`config.mk`:
```
export PLATFORM = sky130hd
export DESIGN_NAME = four_bit_seq_divider
export DESIGN_NICKNAME = d
export VERILOG_FILES = /design/src/rtl/four_bit_seq_divider.sv
export SDC_FILE = /design/constraint.sdc
export NUM_CORES = 1
export LEC_CHECK = 0
export CORE_AREA = 2 2 59 61
export CTS_CLUSTER_SIZE = 8
export DETAILED_ROUTE_END_ITERATION = 6
export DIE_AREA = 0 0 61 63
export PLACE_DENSITY = 0.75
export SETUP_SLACK_MARGIN = 0.4
export SYNTH_ARGS = -nofsm -noshare
export SYNTH_HDL_FRONTEND = slang
export SYNTH_SLANG_ARGS = --single-unit
```
`constraint.sdc`:
```
create_clock -name clk -period 2.1 [get_ports clk]
set_input_delay 0.42 -clock clk [delete_from_list [all_inputs] [get_ports clk]]
set_output_delay 0.42 -clock clk [all_outputs]
set_load 0.005 [all_outputs]
```
`src/rtl/four_bit_seq_divider.sv`:
```
// Sequential restoring divider: Q = A / B, R = A % B, one quotient bit per clock.
// Optional signed mode is enabled by defining DIV_SIGNED_EN (adds port signed_op).
module four_bit_seq_divider #(
    parameter int WIDTH = 4
) (
    input  logic             clk,
    input  logic             reset_n,
    input  logic             start,
`ifdef DIV_SIGNED_EN
    input  logic             signed_op,
`endif
    input  logic [WIDTH-1:0] A,
    input  logic [WIDTH-1:0] B,
    output logic [WIDTH-1:0] Q,
    output logic [WIDTH-1:0] R,
    output logic             busy,
    output logic             done,
    output logic             div_zero
);

    localparam int CW = (WIDTH > 2) ? $clog2(WIDTH) : 1;

    localparam logic [1:0] ST_IDLE = 2'd0;
    localparam logic [1:0] ST_CALC = 2'd1;
    localparam logic [1:0] ST_FIX  = 2'd2;
    localparam logic [1:0] ST_DONE = 2'd3;

    // Two's complement magnitude when en is set and the value is negative.
    function automatic logic [WIDTH-1:0] mag(input logic [WIDTH-1:0] v, input logic en);
        logic [WIDTH-1:0] res;
        if (en && v[WIDTH-1]) begin
            res = -v;
        end else begin
            res = v;
        end
        return res;
    endfunction

    logic [1:0]       state_r;
    logic [CW-1:0]    cnt_r;
    logic [WIDTH-1:0] rem_r;
    logic [WIDTH-1:0] quo_r;
    logic [WIDTH-1:0] div_r;
    logic [WIDTH-1:0] q_r;
    logic [WIDTH-1:0] r_r;
    logic             busy_r;
    logic             done_r;
    logic             div_zero_r;
    logic             zero_r;
    logic             sgn_r;
    logic             neg_q_r;
    logic             neg_r_r;

    logic             sgn_s;
    logic [WIDTH:0]   shift_rem_s;
    logic [WIDTH-1:0] shift_quo_s;
    logic [WIDTH-1:0] trial_s;
    logic [WIDTH-1:0] rem_nx_s;
    logic [WIDTH-1:0] quo_nx_s;

`ifdef DIV_SIGNED_EN
    assign sgn_s = signed_op;
`else
    assign sgn_s = 1'b0;
`endif

    // One restoring step: the shifted partial remainder needs WIDTH+1 bits.
    always_comb begin
        shift_rem_s = {rem_r, quo_r[WIDTH-1]};
        shift_quo_s = {quo_r[WIDTH-2:0], 1'b0};
        trial_s     = shift_rem_s[WIDTH-1:0] - div_r;
        rem_nx_s    = shift_rem_s[WIDTH-1:0];
        quo_nx_s    = shift_quo_s;
        if (shift_rem_s >= {1'b0, div_r}) begin
            rem_nx_s = trial_s;
            quo_nx_s = {shift_quo_s[WIDTH-1:1], 1'b1};
        end else begin
            rem_nx_s = shift_rem_s[WIDTH-1:0];
            quo_nx_s = shift_quo_s;
        end
    end

    // Control FSM, iteration datapath and registered result outputs.
    always_ff @(posedge clk or negedge reset_n) begin
        if (!reset_n) begin
            state_r    <= ST_IDLE;
            cnt_r      <= {CW{1'b0}};
            rem_r      <= {WIDTH{1'b0}};
            quo_r      <= {WIDTH{1'b0}};
            div_r      <= {WIDTH{1'b0}};
            q_r        <= {WIDTH{1'b0}};
            r_r        <= {WIDTH{1'b0}};
            busy_r     <= 1'b0;
            done_r     <= 1'b0;
            div_zero_r <= 1'b0;
            zero_r     <= 1'b0;
            sgn_r      <= 1'b0;
            neg_q_r    <= 1'b0;
            neg_r_r    <= 1'b0;
        end else begin
            case (state_r)
                ST_IDLE: begin
                    done_r <= 1'b0;
                    if (start) begin
                        busy_r     <= 1'b1;
                        rem_r      <= {WIDTH{1'b0}};
                        quo_r      <= mag(A, sgn_s);
                        div_r      <= mag(B, sgn_s);
                        cnt_r      <= {CW{1'b0}};
                        sgn_r      <= sgn_s;
                        neg_q_r    <= sgn_s & (A[WIDTH-1] ^ B[WIDTH-1]);
                        neg_r_r    <= sgn_s & A[WIDTH-1];
                        state_r    <= ST_CALC;
                        // Divide-by-zero results are final now; CALC spends one cycle before DONE.
                        if (B == {WIDTH{1'b0}}) begin
                            zero_r     <= 1'b1;
                            q_r        <= {WIDTH{1'b1}};
                            r_r        <= A;
                            div_zero_r <= 1'b1;
                        end else begin
                            zero_r     <= 1'b0;
                            div_zero_r <= 1'b0;
                        end
                    end else begin
                        busy_r <= 1'b0;
                    end
                end
                ST_CALC: begin
                    if (zero_r) begin
                        state_r <= ST_DONE;
                        done_r  <= 1'b1;
                    end else begin
                        rem_r <= rem_nx_s;
                        quo_r <= quo_nx_s;
                        cnt_r <= cnt_r + CW'(1);
                        if (cnt_r == CW'(WIDTH - 1)) begin
                            if (sgn_r) begin
                                state_r <= ST_FIX;
                            end else begin
                                q_r     <= quo_nx_s;
                                r_r     <= rem_nx_s;
                                state_r <= ST_DONE;
                                done_r  <= 1'b1;
                            end
                        end
                    end
                end
                ST_FIX: begin
                    // Truncation toward zero: quotient sign from XOR, remainder follows A.
                    q_r     <= neg_q_r ? -quo_r : quo_r;
                    r_r     <= neg_r_r ? -rem_r : rem_r;
                    state_r <= ST_DONE;
                    done_r  <= 1'b1;
                end
                ST_DONE: begin
                    done_r  <= 1'b0;
                    busy_r  <= 1'b0;
                    state_r <= ST_IDLE;
                end
                default: begin
                    done_r  <= 1'b0;
                    busy_r  <= 1'b0;
                    state_r <= ST_IDLE;
                end
            endcase
        end
    end

    assign Q        = q_r;
    assign R        = r_r;
    assign busy     = busy_r;
    assign done     = done_r;
    assign div_zero = div_zero_r;

endmodule

```
== Word level (Yosys, flattened, before mapping) ==
Cells that the tools add are included.

* Logic and storage cells: 63
* Register bits after elaboration: 27

* Equality and inequality tests: 9
* $lt $le $gt $ge: 1
* Reductions and logical operators: 10
* $add $sub $neg: 2
* Muxes and demuxes: 31

{| class="wikitable"
|+ Operators with widths
! kind !! count
|-
| $mux W4 || 13
|-
| $pmux W4 S3 || 2
|-
| $pmux W4 S2 || 2
|-
| $mux W2 || 5
|-
| $ne A2 B2 Y1 const B || 4
|-
| $pmux W2 S4 || 1
|-
| $eq A2 B2 Y1 const B || 3
|-
| $ge A5 B4 Y1 || 1
|-
| $mux W1 || 5
|-
| $reduce_and A5 Y1 || 1
|-
| $logic_not A4 Y1 || 1
|-
| $pmux W2 S2 || 1
|-
| $reduce_and A2 Y1 || 2
|-
| $reduce_bool A2 Y1 || 2
|-
| $sub A4 B4 Y4 || 1
|-
| $ne A3 B3 Y1 const B || 1
|-
| $pmux W1 S3 || 1
|-
| $reduce_and A3 Y1 || 1
|-
| $reduce_bool A3 Y1 || 1
|-
| $add A2 B1 Y2 const B || 1
|-
| $eq A2 B1 Y1 const B || 1
|-
| $logic_not A2 Y1 || 1
|-
| $pmux W1 S2 || 1
|-
| $reduce_or A2 Y1 || 1
|}

== Longest topological paths before layout ==
* Depth after elaboration: 5
* Gate-level depth with buffers: 8
* Depth with buffers taken out: 7

== Worst setup path before layout ==
OpenSTA, ideal clock, no wires.

* Path type: register -> register
* Start point: reg state_r[0]
* End point: reg rem_r[1]
* Stages on the path, launching flop included: 7
* Path buffers: 1
* Slack: 227 ps
* Data arrival time: 1748 ps
* Period minus slack after synthesis: 1873 ps
* Data required time: 1975 ps
* Cell sequence: dfrtp_1 > inv_1 > ha_1 > nor2b_1 > a211oi_1 > buf_2 > mux2_2

* Cells in the longest elaborated chain, start to end: 3
* Elaborated cells on any way between the ends: 7
* Classes of those cells: eq/ne: 3; mux: 1; reduce/logical: 3

{| class="wikitable"
|+ Ends and longest elaborated chain
! element !! line !! source
|-
| start: declaration || 39 || <nowiki>logic [1:0] state_r;</nowiki>
|-
| start signal: assignment || 86 || <nowiki>state_r <= ST_IDLE;</nowiki>
|-
| start signal: assignment || 113 || <nowiki>state_r <= ST_CALC;</nowiki>
|-
| start signal: assignment || 130 || <nowiki>state_r <= ST_DONE;</nowiki>
|-
| $eq A2 B1 Y1 or $logic_not A2 Y1 (tied branches) || 101 || <nowiki>case (state_r)</nowiki>
|-
| $ne A2 B2 Y1 (no source line) or $reduce_bool A2 Y1 (tied branches) || -- ||
|-
| $reduce_and A3 Y1 (no source line) || -- ||
|-
| end signal: assignment || 88 || <nowiki>rem_r <= {WIDTH{1'b0}};</nowiki>
|-
| end signal: assignment || 106 || <nowiki>rem_r <= {WIDTH{1'b0}};</nowiki>
|-
| end signal: assignment || 133 || <nowiki>rem_r <= rem_nx_s;</nowiki>
|-
| end: declaration || 41 || <nowiki>logic [WIDTH-1:0] rem_r;</nowiki>
|}

Several ways; a longest one is shown, not always the timed one.
A chain may end at the register's enable or synchronous reset.

== Final worst setup path ==
* Start point: reg div_r[1]
* End point: reg quo_r[0]

* Cells in the longest elaborated chain, start to end: 4

{| class="wikitable"
|+ Ends and longest elaborated chain
! element !! line !! source
|-
| start: declaration || 43 || <nowiki>logic [WIDTH-1:0] div_r;</nowiki>
|-
| start signal: assignment || 90 || <nowiki>div_r <= {WIDTH{1'b0}};</nowiki>
|-
| start signal: assignment || 108 || <nowiki>div_r <= mag(B, sgn_s);</nowiki>
|-
| $ge A5 B4 Y1 || 74 || <nowiki>if (shift_rem_s >= {1'b0, div_r}) begin</nowiki>
|-
| $mux W1 || 74 ||
|-
| $mux W4 || 129 || <nowiki>if (zero_r) begin</nowiki>
|-
| $pmux W4 S2 || 101 ||
|-
| end signal: assignment || 89 || <nowiki>quo_r <= {WIDTH{1'b0}};</nowiki>
|-
| end signal: assignment || 107 || <nowiki>quo_r <= mag(A, sgn_s);</nowiki>
|-
| end signal: assignment || 134 || <nowiki>quo_r <= quo_nx_s;</nowiki>
|-
| end: declaration || 42 || <nowiki>logic [WIDTH-1:0] quo_r;</nowiki>
|}

No other way between the ends. The select of a mux whose other input is x is not followed.

==> reports/results.ini <==
[clocking]
cts_buffer_depth = 2
cts.sinks = 27
cts_inserted_buffers = 3
clk_latency_ps = 330
h-tree-depth = 1
cts_root_buffer = clkbuf_4
clk_pin_slew_ps = 150
cts_tree = yes
hold_buffers = 0

[worst_setup_path]
cp_max_fo = 6
path_class = flop to flop
critPathMaxStageDelay_ps = 400
worstPathArrival_ps = 2040
cp_common_cell = mux2_4
required_ps = 2320
critPathLaunchType = flop
crit_chain = inv_1, ha_4, nor2_1, a21boi_4, o21ai_4, mux2_4, mux2_4
path_buf_inv = 1
critical_path.endpoint_type = flop
slowest_stage = dfrtp_1
crit_family = multiplexers

[run_status]
status = finished, final reports clean

[floorplan]
start_util_pct = 50.56
std_cell_rows = 21
pin_count = 22
die_w_um = 61
dieArea_um2 = 3843
die_h_um = 63
core-area_um2 = 3232

[logic_synthesis]
yosysUniqueCellTypes = 39
synth_area_leaders = dfrtp_1 (41%), ha_1 (7.7%), mux2_2 (7.6%), mux2i_1 (5.5%), nor2_1 (3.7%)
syn_area_um2 = 1634
synthFlopType = dfrtp_1
synth.most_common_cell = dfrtp_1
yosysWarningCount = 0
yosys.area.top_type = dfrtp_1
syn_inst = 165
avgSynthCellArea_um2 = 9.903
synth_common_cells = dfrtp_1 (27), nor2_1 (16), nand2_1 (13), inv_1 (12), mux2_2 (11)
ys_async_sr_fraction_pct = 100.0
synth_edf_count = 0
syn_nets = 187
synth_top_area_share_pct = 41.35
ys_ff_latch = 27
yosysSeqAreaShare_pct = 41.35

[layout]
drive_gt1_share_pct = 32.52
final_core_util_pct = 71.04
diodes = 0
nets = 229
register_area_um2 = 679.4
multi_input_area_um2 = 1046
syn2layout_area_growth_pct = 40.51
final_area_um2 = 2296
fillers = 231

[worst_hold_path]
hold_path.class = input port to async pin

[routing]
dr.pass1.iters = 4
num_vias = 1377
vias_per_cell = 5.464
drc = 0
first_iter_violations = 70
ant_nets = 0
wl_per_cell_um = 15.23
postRouteWirelength_um = 3838

[sta]
setup_viol = 0
skew_ps = 8.554
slew_viol_final = 0
timing.final.ws_setup_ps = 284.9
slew_headroom_pct = 76.34
finalCriticalPeriod_ps = 1815
fin_crit_sh_pct = 86.43
max_freq_mhz = 550.9
worst_pin_slew_ps = 354.9
grt_setup_unrepaired = yes
final-hold-violation-count = 0

[global_routing]
grt_max_degree = 28
grt_pass1_vias = 1382
antenna_found_initial = 0
grt_pass1_wl_um = 6403
overflow = 0
grt_usage_pct = 21.93

[pwr]
p_switching_mw = 1.793
ir_worst_vdd_uv = 1032
clock_power_share_pct = 5.1
p_sw_share_pct = 40.05
power.density_nw_per_um2 = 1950
power.leakage_nw = 1.015
combPwrFrac_pct = 73.0
p_int_mw = 2.684
seqPwrFrac_pct = 21.9

[run]
cap_violations = 0

[place]
gp_congestion = 0.8218
placed_cell_area_um2 = 1981
io_buffers = 21
place_hpwl_um = 2691
post-place-ws_ps = -117.0

## cells by family (layout without fill, tap and decap cells)
| group | Yosys count | in the layout | synth area share, % |
|---|---|---|---|
| and+or+nand+nor | 49 | 49 | 14.78 |
| AOI/OAI and AO/OA | 38 | 38 | 16.39 |
| DFF | 27 | 27 | 41.35 |
| muxes | 20 | 20 | 13.09 |
| buffers and inverters | 19 | 60 | 4.977 |
| adders and majority gates | 11 | 11 | 8.882 |
| xor gates and xnor gates | 1 | 1 | 0.5361 |
## cell type report
cell class	instances	area share [%]
sequential	27	29.59
multi-input combinational	119	45.56
tap	46	2.507
timing repair buffer	44	19.24
inverter	12	1.962
clock buffer	4	1.144
## through the flow
step / TNS (ps) / instances / total power, mW / hold slack (ps)
floorplan: 0 / 165 / 2.582 / 124.4
global placement: -34.26 / 235 / 3.252 / 483.3
detailed placement: -445.4 / 235 / 3.384 / 498.6
CTS: 0 / 248 / 4.149 / 461.1
global route: 0 / 252 / 4.817 / 461.4
finish: 0 / 252 / 4.478 / 451.5
## registers in the layout (all words and copies together), names as in the netlist
name,flops
state_r,2
R,4
rem_r,4
div_r,4
zero_r,1
done,1
Q,4
busy,1
quo_r,4
cnt_r,2
## power groups by stage
stage                     Combinational (mW)  Sequential (mW)  Clock, mW
after floorplan                         1.62            0.959          0
after global placement                  2.27            0.986          0
after detailed placement                2.38             1.00          0
after CTS                               2.95            0.963      0.234
after global routing                    3.55             1.01      0.260
final                                   3.27            0.980      0.227
## layer usage
metal	part of all wire, %	vias to the layer above	track usage (%)
met2	50	35	36.42
met3	2.7	6	1.863
met4	1.3	0	9.239
li1	-	662	-
met5	0	-	0
met1	46	674	28.46
## cells in the final DEF, fill, tap and decap left out, types with 2 or more instances in the layout
master            n
buf_4            17
inv_2             2
dfrtp_1          24
mux2_4            5
dlygate4sd2_1     4
dlymetal6s2s_1    3
a22oi_1           5
nor3_1            4
buf_6             3
nand2_1          13
a211oi_2          2
mux2i_1           8
a21oi_1           7
buf_12            2
dfrtp_2           3
o22ai_1           2
inv_1            10
clkdlybuf4s50_1  14
clkbuf_4          3
nor2_1           16
o21ai_0           6
ha_4              6
nand2b_1          5
a31oi_1           4
mux2_2            6
ha_1              4
nand2b_4          2
## worst register-to-register path, cell delays in order (launching register included)
cell and delay (ps):
dfrtp_1 400, inv_1 80, ha_4 150, nor2_1 170
a21boi_4 240, o21ai_4 120, mux2_4 280, mux2_4 260
## what timing repair did
| item | 4_1_cts | 5_1_grt |
|---|---|---|
| setup endpoints to repair | 17 | 18 |
| setup buffers | 8 | 4 |
| cloned | 1 | 0 |
| resized for setup | 26 | 16 |
| pin swaps | 7 | 5 |
## final timing paths
kind	from	end	slack, ps	cells past startpoint
max	div_r[1]	quo_r[0]	280	7
max reg2reg	div_r[1]	quo_r[0]	280	7
min reg2reg	busy	busy	520	2
min in group clk	busy	busy	520	2
min	reset_n	R[1]	450	2
max in group asynchronous	reset_n	state_r[0]	1360	2
No activity file was read; power rests on OpenSTA's default activity.
